## config.mk

```make
export PLATFORM = sky130hd
export DESIGN_NAME = alu_op_issuer
export DESIGN_NICKNAME = d
export VERILOG_FILES = /design/src/rtl/alu_op_issuer.sv
export SDC_FILE = /design/constraint.sdc
export NUM_CORES = 1
export LEC_CHECK = 0
export CAP_MARGIN = 20
export CORE_MARGIN = 2
export CORE_UTILIZATION = 39
export CTS_CLUSTER_SIZE = 25
export DETAILED_ROUTE_END_ITERATION = 16
export PLACE_DENSITY = 0.8
export RECOVER_POWER = 50
export SYNTH_ARGS = -nofsm -noshare
export SYNTH_HDL_FRONTEND = slang
export SYNTH_SLANG_ARGS = --single-unit
```

## constraint.sdc

```tcl
create_clock -name CLK -period 2 [get_ports CLK]
set_input_delay 0.4 -clock CLK [delete_from_list [all_inputs] [get_ports CLK]]
set_output_delay 0.4 -clock CLK [all_outputs]
set_load 0.05 [all_outputs]
```

## src/rtl/alu_op_issuer.sv

```systemverilog
// alu_op_issuer: issue stage between decode and writeback for the 4-bit-opcode ALU.
// Registers operands and the encoded ALU operation, then captures the ALU result,
// zero flag, branch decision and illegal flag and presents them downstream.
// One transaction in flight; accept -> exec -> done, at most one every 3 cycles.
// Optional build macro ALU_ISSUER_STATS_EN adds OP_COUNT, a wrapping 32-bit count
// of completed transactions, including illegal ones.
//
// state | meaning
// IDLE  | ready for a new transaction
// EXEC  | operands and operation driven into the ALU; result captured on exit
// DONE  | result presented downstream, held until OUT_READY
module alu_op_issuer #(
  parameter int WIDTH = 32
) (
  input  logic             CLK,
  input  logic             RST,
  input  logic             IN_VALID,
  output logic             IN_READY,
  input  logic [1:0]       ALU_OP,
  input  logic [2:0]       FUNCT3,
  input  logic             FUNCT7_5,
  input  logic [WIDTH-1:0] SRC_A,
  input  logic [WIDTH-1:0] SRC_B,
  output logic [WIDTH-1:0] A,
  output logic [WIDTH-1:0] B,
  output logic [3:0]       ALU_OPERATION,
  input  logic [WIDTH-1:0] ALU_RESULT,
  input  logic             ZERO,
  output logic             OUT_VALID,
  input  logic             OUT_READY,
  output logic [WIDTH-1:0] RESULT,
  output logic             ZERO_OUT,
  output logic             BRANCH_TAKEN,
  output logic             ILLEGAL
`ifdef ALU_ISSUER_STATS_EN
  ,
  output logic [31:0]      OP_COUNT
`endif
);

  localparam logic [3:0] OP_AND = 4'b0000;
  localparam logic [3:0] OP_OR  = 4'b0001;
  localparam logic [3:0] OP_ADD = 4'b0010;
  localparam logic [3:0] OP_SUB = 4'b0110;
  localparam logic [3:0] OP_ILL = 4'b1111;

  typedef enum logic [1:0] {IDLE, EXEC, DONE} state_t;

  state_t     state_q;
  state_t     state_d;
  logic [3:0] enc_op;
  logic       enc_illegal;
  logic [1:0] alu_op_q;
  logic [2:0] funct3_q;
  logic       illegal_q;
  logic       accept;

  assign accept = IN_VALID & IN_READY;

  // Decode instruction fields into the ALU operation code; unsupported combos map to 1111.
  always_comb begin
    enc_op      = OP_ADD;
    enc_illegal = 1'b0;
    unique case (ALU_OP)
      2'b00: enc_op = OP_ADD;
      2'b01: begin
        enc_op = OP_SUB;
        if (FUNCT3 != 3'b000 && FUNCT3 != 3'b001) enc_illegal = 1'b1;
      end
      2'b10: begin
        unique case (FUNCT3)
          3'b000:  enc_op = FUNCT7_5 ? OP_SUB : OP_ADD;
          3'b111:  enc_op = OP_AND;
          3'b110:  enc_op = OP_OR;
          default: enc_illegal = 1'b1;
        endcase
      end
      default: begin
        unique case (FUNCT3)
          3'b000:  enc_op = OP_ADD;
          3'b111:  enc_op = OP_AND;
          3'b110:  enc_op = OP_OR;
          default: enc_illegal = 1'b1;
        endcase
      end
    endcase
    if (enc_illegal) enc_op = OP_ILL;
  end

  // State register; reset returns to IDLE from anywhere, dropping any transaction.
  always_ff @(posedge CLK) begin
    if (RST) state_q <= IDLE;
    else     state_q <= state_d;
  end

  // Next-state logic and handshake outputs.
  always_comb begin
    state_d   = state_q;
    IN_READY  = 1'b0;
    OUT_VALID = 1'b0;
    unique case (state_q)
      IDLE: begin
        IN_READY = ~RST;
        if (IN_VALID && !RST) state_d = EXEC;
      end
      EXEC: state_d = DONE;
      DONE: begin
        OUT_VALID = 1'b1;
        if (OUT_READY) state_d = IDLE;
      end
      default: state_d = IDLE;
    endcase
  end

  // Operand/operation capture on accept; these stay put until the next accept.
  always_ff @(posedge CLK) begin
    if (RST) begin
      A             <= '0;
      B             <= '0;
      ALU_OPERATION <= 4'b0000;
      alu_op_q      <= 2'b00;
      funct3_q      <= 3'b000;
      illegal_q     <= 1'b0;
    end else if (accept) begin
      A             <= SRC_A;
      B             <= SRC_B;
      ALU_OPERATION <= enc_op;
      alu_op_q      <= ALU_OP;
      funct3_q      <= FUNCT3;
      illegal_q     <= enc_illegal;
    end
  end

  // Result/flag capture at the end of EXEC; illegal ops force all-ones and clear flags.
  always_ff @(posedge CLK) begin
    if (RST) begin
      RESULT       <= '0;
      ZERO_OUT     <= 1'b0;
      BRANCH_TAKEN <= 1'b0;
      ILLEGAL      <= 1'b0;
    end else if (state_q == EXEC) begin
      RESULT       <= illegal_q ? '1 : ALU_RESULT;
      ZERO_OUT     <= ~illegal_q & ZERO;
      BRANCH_TAKEN <= ~illegal_q & (alu_op_q == 2'b01) &
                      (((funct3_q == 3'b000) & ZERO) | ((funct3_q == 3'b001) & ~ZERO));
      ILLEGAL      <= illegal_q;
    end
  end

`ifdef ALU_ISSUER_STATS_EN
  // Completed-transaction counter; wraps naturally at 2^32.
  always_ff @(posedge CLK) begin
    if (RST)                    OP_COUNT <= '0;
    else if (OUT_VALID && OUT_READY) OP_COUNT <= OP_COUNT + 32'd1;
  end
`endif

endmodule
```

Word-level counts from Yosys, hierarchy flattened
Index checks and enable logic that the tools add are counted.
Operators by class
  equality and inequality tests: 11
  multiplexer cells: 14
  bitwise operators: 10
  reduce and logical (&&, ||, !) cells: 10
Operators by type and width (number)
  $mux W32: 1
  $pmux W3 S3: 2
  $and A1 B1 Y1: 6
  $eq A2 B1 Y1 const B: 3
  $eq A3 B3 Y1 const B: 2
  $logic_not A3 Y1: 2
  $pmux W2 S3: 1
  $eq A2 B2 Y1 const B: 2
  $logic_not A2 Y1: 2
  $mux W1: 4
  $mux W2: 2
  $mux W4: 1
  $ne A2 B2 Y1 const B: 2
  $pmux W2 S2: 1
  $eq A3 B1 Y1 const B: 1
  $mux W3: 1
  $ne A3 B1 Y1 const B: 1
  $not A1 Y1: 3
  $reduce_bool A3 Y1: 1
  $reduce_or A3 Y1: 1
  $logic_and A1 B1 Y1: 2
  $pmux W1 S2: 1
  $reduce_and A2 Y1: 1
  $logic_not A1 Y1: 1
  $or A1 B1 Y1: 1
Storage, ports and cells
  register bits after elaboration: 111
  output and inout port bits: 105
  logic and storage cells: 56

Longest topological paths before layout
  word-level depth: 5
  mapped depth: 6

Worst setup path before layout
OpenSTA, ideal clock, no wires.
  path kind: input to output
  start: in RST
  end: out IN_READY
  arrival time: 1839 ps
  required time: 1600 ps
  setup slack: -239 ps
  stages: 3
  buffers on the path: 2
  cell sequence: clkbuf_1 > clkbuf_1 > nor3_1
On the way
  word-level cells in the longest chain between the ends: 2
RTL lines
  start, declared: RTL line 16  | input logic RST,
  $not A1 Y1: RTL line 103  | IN_READY = ~RST;
  $mux W1: RTL line 101  | unique case (state_q)
  end, declared: RTL line 18  | output logic IN_READY,
No other way between the ends.

Worst setup path after layout
  start: reg ALU_OPERATION[0]
  end: out ALU_OPERATION[0]
RTL lines
  start, declared: RTL line 26  | output logic [3:0] ALU_OPERATION,
  start signal, assigned: RTL line 127  | ALU_OPERATION <= enc_op;
No word-level cell between the ends.

==> results.yml <==
run_status:
  outcome: "finished, final reports clean"
floorplan:
  coreArea_mm2: 0.00977
  die_y_um: 104
  fp-row-count: 36
  io_pins: 212
  die-area_mm2: 0.0109
  start_util_pct: 40.3
  die_w_um: 104
clocking:
  tritoncts: "built"
  cts_resized: 0
  clk-insertion-delay-late_ns: 0.35
  postCtsSetupRepairBufs: 0
  clock_path_buffers: 2
  cts_root_buf: "clkbuf_8"
  clk_pin_slew_worst_paths_ns: 0.10
  cts_buffers: 9
  postCtsHoldBufs: 0
  htreeDepth: 3
  clock-sinks: 110
sta:
  tns_ns: 0
  finClkSkew_ns: 0.0106
  worst_slew_pin_slew_ns: 0.765
  slew_viol_final: 0
  max_slew_margin_pct: 49.0
  finalCriticalPeriod_ns: 1.94
  rsz0062_at_grt: "false"
  worst_slack_ns: 0.0582
  fmax_mhz: 515
  post-route-period-util_pct: 97.1
  hold_viol_final: 0
  setup_viol: 0
synth:
  syn_nets: 598
  synthFlopType: "dfxtp_1"
  synth_top_area_share_pct: 55.9
  yosys.area.top_type: "dfxtp_1"
  yosys-top-cells-area: "dfxtp_1 (56%), nand2_1 (14%), a21oi_1 (9.4%), nor3_1 (8.4%), nor2_1 (3.6%)"
  yosys_warnings: 0
  netlist_area_mm2: 0.00394
  post-synth-top-count-cell: "nand2_1"
  syn_inst: 491
  ys_seq_area_share_pct: 55.9
  avgSynthCellArea_um2: 8.02
  synth_common_cells: "nand2_1 (142), dfxtp_1 (110), a21oi_1 (74)"
  synth_edf_count: 0
  async_reset_ff_share_pct: 0
  synthDistinctLibCells: 26
  synth-seq-cells: 110
layout:
  diodes: 0
  drive_gt1_share_pct: 4.08
  final_util_pct: 64.0
  area_growth_syn_to_layout_pct: 58.7
  stdcell_area_mm2: 0.00625
  nNetsFinal: 791
  layoutNonFillerInstCount: 820
grt:
  groute.usage.overall_pct: 20.3
  grt-ovfl-total: 0
  grt_pass1_wl_mm: 18.3
  antenna_found_initial: 0
  first_global_vias: 3754
  grt_max_degree: 75
worst_hold_path:
  hold_path_class: "flip-flop to flip-flop"
  holdCritStartpoint: "B[21]"
  whs_path_depth: 2
  whs_endpoint: "B[21]"
critical_path:
  crit_slowest_cell: "clkdlybuf4s50_1"
  r2r_slack_ns: 0.20
  arrival_ns: 1.54
  endpoint_kind: "output pin"
  cp_cell_sequence: "clkdlybuf4s50_1"
  reg2reg_from: "state_q[1]"
  worst-path-buf-inv: 1
  worst_setup_path_start_kind: "flip-flop"
  ff2ff_path_depth: 5
  cp_data_required_time_ns: 1.60
  critPathMaxStageDelay_ns: 0.83
  crit_family: "buffers and inverters"
  r2r_end: "ALU_OPERATION[0]"
  path_max_fanout: 2
  worstSetupPathType: "flip-flop to output pin"
drt:
  drt-total-wl_mm: 11.4
  wl_per_cell_um: 13.9
  drc: 0
  drtPass1Iterations: 4
  num_vias: 3926
  ant_nets: 0
  drt_iter0_drc: 120
  vias_per_cell: 4.79
power:
  peakVddDrop_uv: 362
  leakage_nw: 2.21
  power_density_mw_per_mm2: 777
placed_design:
  place_congestion: 0.760
  dp.cells: 806
  io_buffers: 211
  dp_hpwl_mm: 8.22
  place_ws_ns: -0.0616
  dpl_cell_area_mm2: 0.00612
flow_run:
  drv_cap: 0
-- where the power goes --
part           switching (mW)  total (mW)  internal (mW)
logic                   0.731        1.21          0.483
clock network           0.690        1.26          0.565
registers              0.0738        2.39           2.31
-- worst max path at each step --
stage                     depth (start not counted)        startpoint                to  slack, ns
after global routing                              1  ALU_OPERATION[0]  ALU_OPERATION[0]       0.01
final                                             1  ALU_OPERATION[0]  ALU_OPERATION[0]       0.06
after floorplan                                   3               RST          IN_READY       0.19
after global placement                            5          IN_VALID  ALU_OPERATION[2]      0.009
after detailed placement                          6          IN_VALID              A[1]      -0.06
after CTS                                         1  ALU_OPERATION[0]  ALU_OPERATION[0]       0.03
-- logic make-up after synthesis --
kind of cell,share of synthesized area [%]
compound gates,10.5
xor+xnor,0.222
buf+inv,5.81
flops,55.9
simple gates,27.5
-- layer usage --
layer	GRT usage [%]	share of wire, %	up-vias
met5	0	0	-
met4	8.49	2.2	0
met3	4.82	6.6	18
met2	35.0	49	138
met1	24.1	42	1780
li1	-	-	1990
-- flip-flops by register name (all words and copies together) (netlist names) --
register,count
ZERO_OUT,1
B,32
funct3_q,3
RESULT,32
ILLEGAL,1
ALU_OPERATION,4
BRANCH_TAKEN,1
A,32
alu_op_q,2
state_q,2
-- layout by cell type, fill, tap and decap left out, types with 2 or more instances in the layout --
cell type,count
a21oi_1,74
buf_12,2
buf_4,6
clkbuf_1,6
clkbuf_2,4
clkbuf_8,9
clkdlybuf4s50_1,205
clkinvlp_4,2
dfxtp_1,110
inv_1,2
nand2_1,142
nand2b_1,2
nand3b_1,2
nand4_1,2
nor2_1,38
nor3_1,65
-- through the flow --
stage               power (mW)  hold slack (ns)
finish                    4.86            0.458
global route              5.07            0.472
CTS                       4.92            0.458
detailed placement        3.67            0.446
global placement          3.65            0.441
floorplan                 3.15            0.436
-- layout make-up --
type / instances / area, um2
fill: 874 / 3520
sequential: 110 / 2200
timing repair buffer: 223 / 2190
multi-input combinational: 338 / 1510
tap: 133 / 166
clock buffer: 10 / 128
clock inverter: 4 / 50.0
inverter: 2 / 7.51
(Power assumes the default switching activity.)
